**src/rtl/bt_pkg.sv**
```systemverilog
// Shared balanced-ternary definitions: trit codes, 7-segment glyphs and
// the code-to-value helper used by the result converter.
package bt_pkg;

    localparam logic [1:0] BT_NEG  = 2'b01;
    localparam logic [1:0] BT_ZERO = 2'b11;
    localparam logic [1:0] BT_POS  = 2'b10;
    localparam logic [1:0] BT_ILL  = 2'b00;

    // Segment order {g,f,e,d,c,b,a}, active high
    localparam logic [6:0] SEG_NEG  = 7'b1000000;
    localparam logic [6:0] SEG_ZERO = 7'b0111111;
    localparam logic [6:0] SEG_POS  = 7'b0000110;
    localparam logic [6:0] SEG_ERR  = 7'b1111001;

    function automatic logic signed [1:0] bt_trit_val(input logic [1:0] code);
        case (code)
            BT_NEG:  return -2'sd1;
            BT_POS:  return 2'sd1;
            default: return 2'sd0;
        endcase
    endfunction

endpackage

```
**src/rtl/bt_trit_to_seg.sv**
```systemverilog
// Combinational trit code to 7-segment glyph; illegal codes show "E".
module bt_trit_to_seg
    import bt_pkg::*;
(
    input  logic [1:0] i_code,
    output logic [6:0] o_seg
);

    always_comb begin
        o_seg = SEG_ERR;
        case (i_code)
            BT_NEG:  o_seg = SEG_NEG;
            BT_ZERO: o_seg = SEG_ZERO;
            BT_POS:  o_seg = SEG_POS;
            default: o_seg = SEG_ERR;
        endcase
    end

endmodule

```
**src/rtl/bt_result_scan_display.sv**
```systemverilog
// Captures the calculator result word, converts it MST-first to signed binary,
// and scans the captured trits onto one 7-segment digit.
module bt_result_scan_display
    import bt_pkg::*;
#(
    parameter int N_TRITS  = 4,
    parameter int VAL_W    = 7,
    parameter int PRESCALE = 1024,
    localparam int CNT_W   = (N_TRITS > 1) ? $clog2(N_TRITS) : 1
)(
    input  logic                    clk,
    input  logic                    rst_n,
    input  logic [2*N_TRITS-1:0]    res_in,
    input  logic                    sample,
    output logic                    busy,
    output logic                    val_valid,
    output logic signed [VAL_W-1:0] val,
    output logic                    err,
    output logic [6:0]              seg,
    output logic                    dp,
    output logic [CNT_W-1:0]        digit_idx
);

    localparam int PS_W = (PRESCALE > 1) ? $clog2(PRESCALE) : 1;

    localparam logic [0:0] ST_IDLE = 1'b0;
    localparam logic [0:0] ST_CONV = 1'b1;

    logic [0:0]              r_state;
    logic [2*N_TRITS-1:0]    r_cap_q;
    logic signed [VAL_W-1:0] r_acc;
    logic [CNT_W-1:0]        r_cnt;
    logic signed [VAL_W-1:0] r_val;
    logic                    r_val_valid;
    logic                    r_err;
    logic [PS_W-1:0]         r_prescale;
    logic [CNT_W-1:0]        r_digit_idx;
    logic [6:0]              r_seg;
    logic                    r_dp;

    logic [1:0]              w_trits [N_TRITS];
    logic                    w_res_ill;
    logic signed [1:0]       w_trit_val;
    logic signed [VAL_W-1:0] w_acc_next;
    logic [6:0]              w_scan_seg;

    // Trit k sits high-bit-first at res_in[2N-1-2k -: 2]; trit 0 is the LST
    always_comb begin
        w_res_ill = 1'b0;
        for (int k = 0; k < N_TRITS; k++) begin
            w_trits[k] = r_cap_q[2*N_TRITS-1-2*k -: 2];
            if (res_in[2*N_TRITS-1-2*k -: 2] == BT_ILL) begin
                w_res_ill = 1'b1;
            end
        end
    end

    // Horner step: illegal trits contribute 0 so the value stays defined
    assign w_trit_val = bt_trit_val(w_trits[r_cnt]);
    assign w_acc_next = r_acc + r_acc + r_acc
                      + {{(VAL_W-2){w_trit_val[1]}}, w_trit_val};

    always_ff @(posedge clk or negedge rst_n) begin
        if (!rst_n) begin
            r_state     <= ST_IDLE;
            r_cap_q     <= {N_TRITS{BT_ZERO}};
            r_acc       <= '0;
            r_cnt       <= '0;
            r_val       <= '0;
            r_val_valid <= 1'b0;
            r_err       <= 1'b0;
        end else begin
            r_val_valid <= 1'b0;
            case (r_state)
                ST_IDLE: begin
                    if (sample) begin
                        r_cap_q <= res_in;
                        r_err   <= w_res_ill;
                        r_acc   <= '0;
                        r_cnt   <= CNT_W'(N_TRITS-1);
                        r_state <= ST_CONV;
                    end
                end
                ST_CONV: begin
                    r_acc <= w_acc_next;
                    r_cnt <= r_cnt - CNT_W'(1);
                    if (r_cnt == '0) begin
                        r_val       <= w_acc_next;
                        r_val_valid <= 1'b1;
                        r_state     <= ST_IDLE;
                    end
                end
                default: r_state <= ST_IDLE;
            endcase
        end
    end

    bt_trit_to_seg u_trit_to_seg (
        .i_code (w_trits[r_digit_idx]),
        .o_seg  (w_scan_seg)
    );

    // Free-running scan; seg/dp lag digit_idx by one register stage
    always_ff @(posedge clk or negedge rst_n) begin
        if (!rst_n) begin
            r_prescale  <= '0;
            r_digit_idx <= '0;
            r_seg       <= SEG_ZERO;
            r_dp        <= 1'b1;
        end else begin
            if (r_prescale == PS_W'(PRESCALE-1)) begin
                r_prescale  <= '0;
                r_digit_idx <= (r_digit_idx == CNT_W'(N_TRITS-1)) ? '0
                                                                 : r_digit_idx + CNT_W'(1);
            end else begin
                r_prescale <= r_prescale + PS_W'(1);
            end
            r_seg <= w_scan_seg;
            r_dp  <= (r_digit_idx == '0);
        end
    end

    assign busy      = (r_state == ST_CONV);
    assign val_valid = r_val_valid;
    assign val       = r_val;
    assign err       = r_err;
    assign seg       = r_seg;
    assign dp        = r_dp;
    assign digit_idx = r_digit_idx;

endmodule

```
**config.mk**
```make
export PLATFORM = sky130hd
export DESIGN_NAME = bt_result_scan_display
export DESIGN_NICKNAME = d
export VERILOG_FILES = /design/src/rtl/bt_pkg.sv /design/src/rtl/bt_trit_to_seg.sv /design/src/rtl/bt_result_scan_display.sv
export SDC_FILE = /design/constraint.sdc
export NUM_CORES = 1
export LEC_CHECK = 0
export CAP_MARGIN = 30
export CELL_PAD_IN_SITES_DETAIL_PLACEMENT = 0
export CELL_PAD_IN_SITES_GLOBAL_PLACEMENT = 1
export CORE_MARGIN = 2
export CORE_UTILIZATION = 25
export CTS_CLUSTER_SIZE = 14
export DETAILED_ROUTE_END_ITERATION = 8
export GPL_TIMING_DRIVEN = 0
export PLACE_DENSITY_LB_ADDON = 0.1
export SLEW_MARGIN = 25
export SYNTH_ARGS = -nofsm -noshare
export SYNTH_HDL_FRONTEND = slang
export SYNTH_HIERARCHICAL = 1
export SYNTH_SLANG_ARGS = --single-unit
```
**constraint.sdc**
```tcl
create_clock -name clk -period 3.1 [get_ports clk]
set_input_delay 0.31 -clock clk [delete_from_list [all_inputs] [get_ports clk]]
set_output_delay 0.31 -clock clk [all_outputs]
set_load 0.05 [all_outputs]
```
==> results of run 1 <==
## synthesized netlist by cell type, types with 2 or more instances
cell,number,area share (%)
nand2_2,2,0.53
mux4_2,4,3.8
xnor2_1,9,3.3
nor2b_1,2,0.53
xor2_1,6,2.2
and4_1,2,0.74
dfrtp_1,32,34
nand2_1,7,1.1
nor2_1,9,1.4
o22ai_1,2,0.53
nand3_1,6,1.3
or2_1,2,0.53
o31ai_1,3,0.95
o21ai_0,2,0.42
a22o_1,3,1.1
inv_1,16,2.5
a21oi_1,6,1.3
ha_1,17,9.0
fa_1,5,4.2
buf_2,2,0.42
o21ai_2,2,0.74
a21o_1,5,1.6
nor3_1,2,0.42
dfstp_2,15,17
buf_4,4,1.3
mux2_2,15,7.2
## worst min-delay path by stage
stage,startpoint,end,slack (ps),cells after the start
final,rst_n,val[2]$_DFFE_PN0P_,-5,1
after global routing,rst_n,val[4]$_DFFE_PN0P_,60,1
after CTS,rst_n,val[5]$_DFFE_PN0P_,40,1
after detailed placement,rst_n,val[2]$_DFFE_PN0P_,390,1
after global placement,r_prescale[9]$_DFF_PN0_,r_prescale[9]$_DFF_PN0_,470,1
after floorplan,rst_n,busy$_DFF_PN0_,10,0
## area by class of cell
cell class                 count  area share (%)
sequential                    47            39.8
multi-input combinational    116            37.4
timing repair buffer          32            10.4
tap                          111            4.62
clock buffer                   5            2.29
inverter                      16            2.08
buffer                         9            1.95
clock inverter                 3            1.46
## logic make-up (layout without fill, tap and decap cells)
group | Yosys count | in the layout | share of synthesized area [%]
and+or+nand+nor | 36 | 36 | 7.68
DFF | 47 | 47 | 50.6
xor gates and xnor gates | 15 | 15 | 5.56
AOI/OAI and AO/OA | 24 | 24 | 6.89
muxes | 19 | 19 | 11.0
buffers and inverters | 25 | 65 | 5.03
adders and majority gates | 22 | 22 | 13.2
## critical path, delay by kind of cell (launching register included)
family          cells  cell delay [ps]
fa+ha+maj           4             1070
mux                 2              830
flops               1              410
compound gates      2              340
buf+inv             2              150
xor+xnor            1               80
## flip-flops by register name, indices dropped and copies added, names as in the netlist
register and flops:
val 7, seg 7, digit_idx 2, r_cnt 2, dp 1, busy 1, r_prescale 10, val_valid 1
r_acc 7, r_cap_q 8, err 1
## per-layer routing
layer | vias to the layer above | GRT usage [%] | part of all wire (%)
met5 | - | 0 | 0
met4 | 0 | 2.81 | 0.70
met3 | 2 | 2.21 | 2.8
met2 | 22 | 16.8 | 47
met1 | 728 | 14.3 | 49
li1 | 712 | - | -
## metrics by stage
step,setup TNS (ps),cells,area (µm²),worst slack (ps)
3_5_place_dp,-194,328,2790,-118
5_1_grt,0,339,3010,11.2
6_report,0,339,3010,108
2_1_floorplan,0,188,2360,121
4_1_cts,0,337,2910,24.6
3_3_place_gp,-214,328,2790,-126
## timing repair
item	CTS	global route
setup buffers	1	2
pin swaps	0	9
hold buffers	0	0
gates resized for setup	3	15
endpoints found under the setup margin	3	6
==> impl_metrics.toml, run 1 <==
[sta]
rsz0062_at_grt = "false"
worst_slew_margin_rel_pct = 57.5
finalHoldViolCount = 2
drv_slew = 0
timing.clock.skew_ps = 10.3
achievable-frequency_mhz = 334
min_period_over_period_pct = 96.5
worst_pin_slew_ps = 637
final.min_clock_period_ps = 2990
setup_viol = 0
final.hold.worst_slack_ps = -4.63

[synthesis]
ys_ff_latch = 47
yosysWarningCount = 6
async_flop_share_pct = 100
syn-mean-instance-area_um2 = 12.6
synth_seq_area_share_pct = 50.6
syn-instance-count = 188
synth_cell_types = 34
yosys_most_used_dff = "dfrtp_1"
synthesis.nets = 221
post_synth_instance_area_mm2 = 0.00236
synth_edf_count = 0

[die]
die_w_um = 101
io_pins = 31
initial_core_util_pct = 25.7
core_region_area_mm2 = 0.00920
std_cell_rows = 35
die_height_um = 101
die_area_mm2 = 0.0102

[worst_setup_path]
worst_setup_path_endpoint = "val[5]$_DFFE_PN0P_"
worst_r2r_endpoint = "val[5]$_DFFE_PN0P_"
r2r_slack_ps = 110
critical_path_peak_fanout = 3
cp_data_arrival_time_ps = 3190
timing.critical_path.slowest_stage_cell = "mux4_2"
cp_cell_sequence = "buf_6 -> mux4_2 -> ha_4 -> inv_1 -> ha_1 -> ha_2 -> fa_2 -> a21o_1 -> a21oi_2 -> xnor2_2 -> mux2_2"
startpoint_type = "register"
worstSetupStartpoint = "r_cnt[0]$_DFFE_PN0P_"
reg2regPathDepth = 11
endpoint_kind_of_the_worst_setup_timing_path = "register"
crit_type = "reg -> reg"
timing.critical_path.slowest_cell_delay_ps = 570
cp_data_required_time_ps = 3290
reg2reg_from = "r_cnt[0]$_DFFE_PN0P_"

[routing]
drt_wl_total_um = 4740
drc_errors = 0
vias = 1464
drt_iter0_markers = 57
post_drt_via_cell_ratio = 4.32
avgRoutedWirePerCell_um = 14.0
detail_route.first_pass.iterations = 4
antenna_violating_nets_left = 0

[run_status]
failed_checks = "negative hold slack"
status = "finished, violations left"

[clock_network]
tritoncts_num_sinks = 47
cts.reportedPaths.clkPinSlew_ps = 100
tritoncts.num_buffers = 5
clock-root-buffer = "clkbuf_8"
cts-htree-levels = 2
cts_buffer_depth = 2
clock_latency_ps = 300
tritoncts = "built"

[cells_and_area]
fin_nets = 260
area.growth.synth_to_final_pct = 27.5
most-common-layout-cells = "dfrtp_1, clkdlybuf4s50_1, mux2_2, dfstp_2, inv_1"
drive_above_1_share_pct = 31.1
filler_cell_count = 946
final_core_utilization_pct = 32.7
layout_commonest_cell = "dfrtp_1"
seq_area_mm2 = 0.00120
multi_input_area_mm2 = 0.00113
ant_diodes = 0

[placement]
place.port_buffers = 29
finalWeightedCongestion = 0.643
dp_hpwl_um = 3340

[global_routing]
number_of_global_route_vias_before_repair = 1615
grt_max_degree = 48
grtUsageTotal_pct = 10.4
antenna_violations_before_repair = 0
wire_length_of_the_first_global_routing_pass_um = 8180
grt_overflow_total = 0

[min_path]
timing.hold.worst.class = "in -> async"

[job]
maxCapViolations = 0
Power of run 1 is not shown: default switching activity piles up to over one toggle a cycle in this logic, so the estimate is an artifact.
==> inputs of run 2 (changes only) <==
--- a/config.mk
+++ b/config.mk
@@ -8,6 +8,7 @@
 export CAP_MARGIN = 30
 export CELL_PAD_IN_SITES_DETAIL_PLACEMENT = 0
 export CELL_PAD_IN_SITES_GLOBAL_PLACEMENT = 1
+export CORE_ASPECT_RATIO = 0.9
 export CORE_MARGIN = 2
 export CORE_UTILIZATION = 25
 export CTS_CLUSTER_SIZE = 14
==> impl_metrics.toml, run 2 (synthesis results as in run 1) <==
[routing]
avgRoutedWirePerCell_um = 13.2
drc_errors = 0
drt_iter0_markers = 27
post_drt_via_cell_ratio = 4.20
antenna_violating_nets_left = 0
vias = 1467
drt_wl_total_um = 4610
detail_route.first_pass.iterations = 4

[worst_setup_path]
timing.critical_path.slowest_cell_delay_ps = 560
reg2regPathDepth = 11
cp_data_arrival_time_ps = 3190
reg2reg_from = "r_cnt[0]$_DFFE_PN0P_"
worst_path_dominant_cell_family = "adder cells"
worst_r2r_endpoint = "val[5]$_DFFE_PN0P_"
crit_type = "reg -> reg"
cp_data_required_time_ps = 3290
worst-path-buf-inv = 2
timing.critical_path.slowest_stage_cell = "mux4_2"
endpoint_kind_of_the_worst_setup_timing_path = "register"
r2r_slack_ps = 100
critical_path_peak_fanout = 4
startpoint_type = "register"
cp_cell_sequence = "buf_6 -> mux4_2 -> ha_4 -> inv_1 -> ha_1 -> ha_2 -> fa_2 -> a21o_1 -> a21oi_2 -> xnor2_2 -> mux2_2"

[die]
die_area_mm2 = 0.0102
io_pins = 31
std_cell_rows = 33
die_w_um = 106
initial_core_util_pct = 25.8
die_height_um = 96.2
core_region_area_mm2 = 0.00917

[cells_and_area]
drive_above_1_share_pct = 29.1
fin_nets = 259
largestRegisters = "r_prescale: 10 flops, r_cap_q: 8 flops"
most-common-layout-cells = "dfrtp_1, clkdlybuf4s50_1, mux2_2, dfstp_2, inv_1"
regMostFlops = "r_prescale"
ant_diodes = 0
area.growth.synth_to_final_pct = 25.4
largest_register_ff_count = 10
layout_commonest_cell = "dfrtp_1"

[sta]
final.min_clock_period_ps = 3000
rsz0062_at_grt = "false"
timing.clock.skew_ps = 4.93
min_period_over_period_pct = 96.9
drv_slew = 0
achievable-frequency_mhz = 333
final.hold.worst_slack_ps = 18.4
worst_slew_margin_rel_pct = 58.3
setup_viol = 0
finalHoldViolCount = 0
worst_pin_slew_ps = 625

[global_routing]
wire_length_of_the_first_global_routing_pass_um = 8010
number_of_global_route_vias_before_repair = 1566
grt_max_degree = 48
antenna_violations_before_repair = 0
grt_overflow_total = 0
grtUsageTotal_pct = 10.2

[placement]
dp_hpwl_um = 3340
finalWeightedCongestion = 0.687
place.port_buffers = 29

[clock_network]
cts.reportedPaths.clkPinSlew_ps = 90
clock_latency_ps = 300
cts_buffer_depth = 2
clock-root-buffer = "clkbuf_8"
tritoncts = "built"
tritoncts.num_buffers = 5
cts-htree-levels = 2
tritoncts_num_sinks = 47

[min_path]
timing.hold.worst.class = "in -> async"

[run_status]
status = "complete, no violations"

[job]
maxCapViolations = 0
-- run 2: changes by cell type in the layout (fill, tap and decap cells not counted), sizes merged --
cell / change
clkbuf: +2
buf: -1
bufinv: -1
clkinv: -1
-- run 2: final cells by class --
| cell class | instances | area (µm²) |
|---|---|---|
| multi-input combinational | 116 | 1100 |
| tap | 122 | 153 |
| sequential | 47 | 1200 |
| timing repair buffer | 31 | 307 |
| inverter | 16 | 62.6 |
| fill | 954 | 6200 |
| clock buffer | 7 | 76.3 |
| clock inverter | 1 | 5.00 |
| buffer | 9 | 58.8 |
-- run 2: repair_timing --
item,CTS,global route
endpoints found under the setup margin,3,3
gates resized for setup,3,13
hold buffers,0,0
pin swaps,0,6
buffers inserted,1,1
-- run 2: metrics by stage --
stage	setup WS (ps)	util, %	area (µm²)	TNS (ps)	cells
2_1_floorplan	121	-	2360	0	188
5_1_grt	9.88	32.3	2960	0	349
3_3_place_gp	-118	30.6	2800	-175	339
6_report	95.6	32.3	2960	0	349
4_1_cts	42.8	31.6	2900	0	348
3_5_place_dp	-111	30.6	2800	-140	339
-- run 2: worst max-delay path by stage --
stage                    startpoint  slack (ps)                 end  depth (start not counted)
3_3_place_gp   r_cnt[0]$_DFFE_PN0P_        -120  val[5]$_DFFE_PN0P_                         11
5_1_grt        r_cnt[0]$_DFFE_PN0P_          10  val[5]$_DFFE_PN0P_                         11
4_1_cts        r_cnt[0]$_DFFE_PN0P_          40  val[5]$_DFFE_PN0P_                          9
2_1_floorplan  r_cnt[0]$_DFFE_PN0P_         120  val[5]$_DFFE_PN0P_                         11
3_5_place_dp   r_cnt[0]$_DFFE_PN0P_        -110  val[5]$_DFFE_PN0P_                         11
6_report       r_cnt[0]$_DFFE_PN0P_         100  val[5]$_DFFE_PN0P_                         11
-- run 2: per-layer routing --
layer / global-route usage (%) / vias up / routed length (µm)
li1: - / 721 / -
met1: 14.3 / 724 / 2320
met2: 15.7 / 17 / 2100
met3: 2.44 / 5 / 148
met4: 2.92 / 0 / 40
met5: 0 / - / 0
Power of run 2 is left out for the same reason.
==> inputs of run 3 (changes only) <==
--- a/config.mk
+++ b/config.mk
@@ -5,7 +5,7 @@
 export SDC_FILE = /design/constraint.sdc
 export NUM_CORES = 1
 export LEC_CHECK = 0
-export CAP_MARGIN = 30
+export CAP_MARGIN = 20
 export CELL_PAD_IN_SITES_DETAIL_PLACEMENT = 0
 export CELL_PAD_IN_SITES_GLOBAL_PLACEMENT = 1
 export CORE_ASPECT_RATIO = 0.9
==> results of run 3 <==
No change in the layout: final DEF, timing and power equal those of run 2.
Power of run 3 is left out for the same reason.
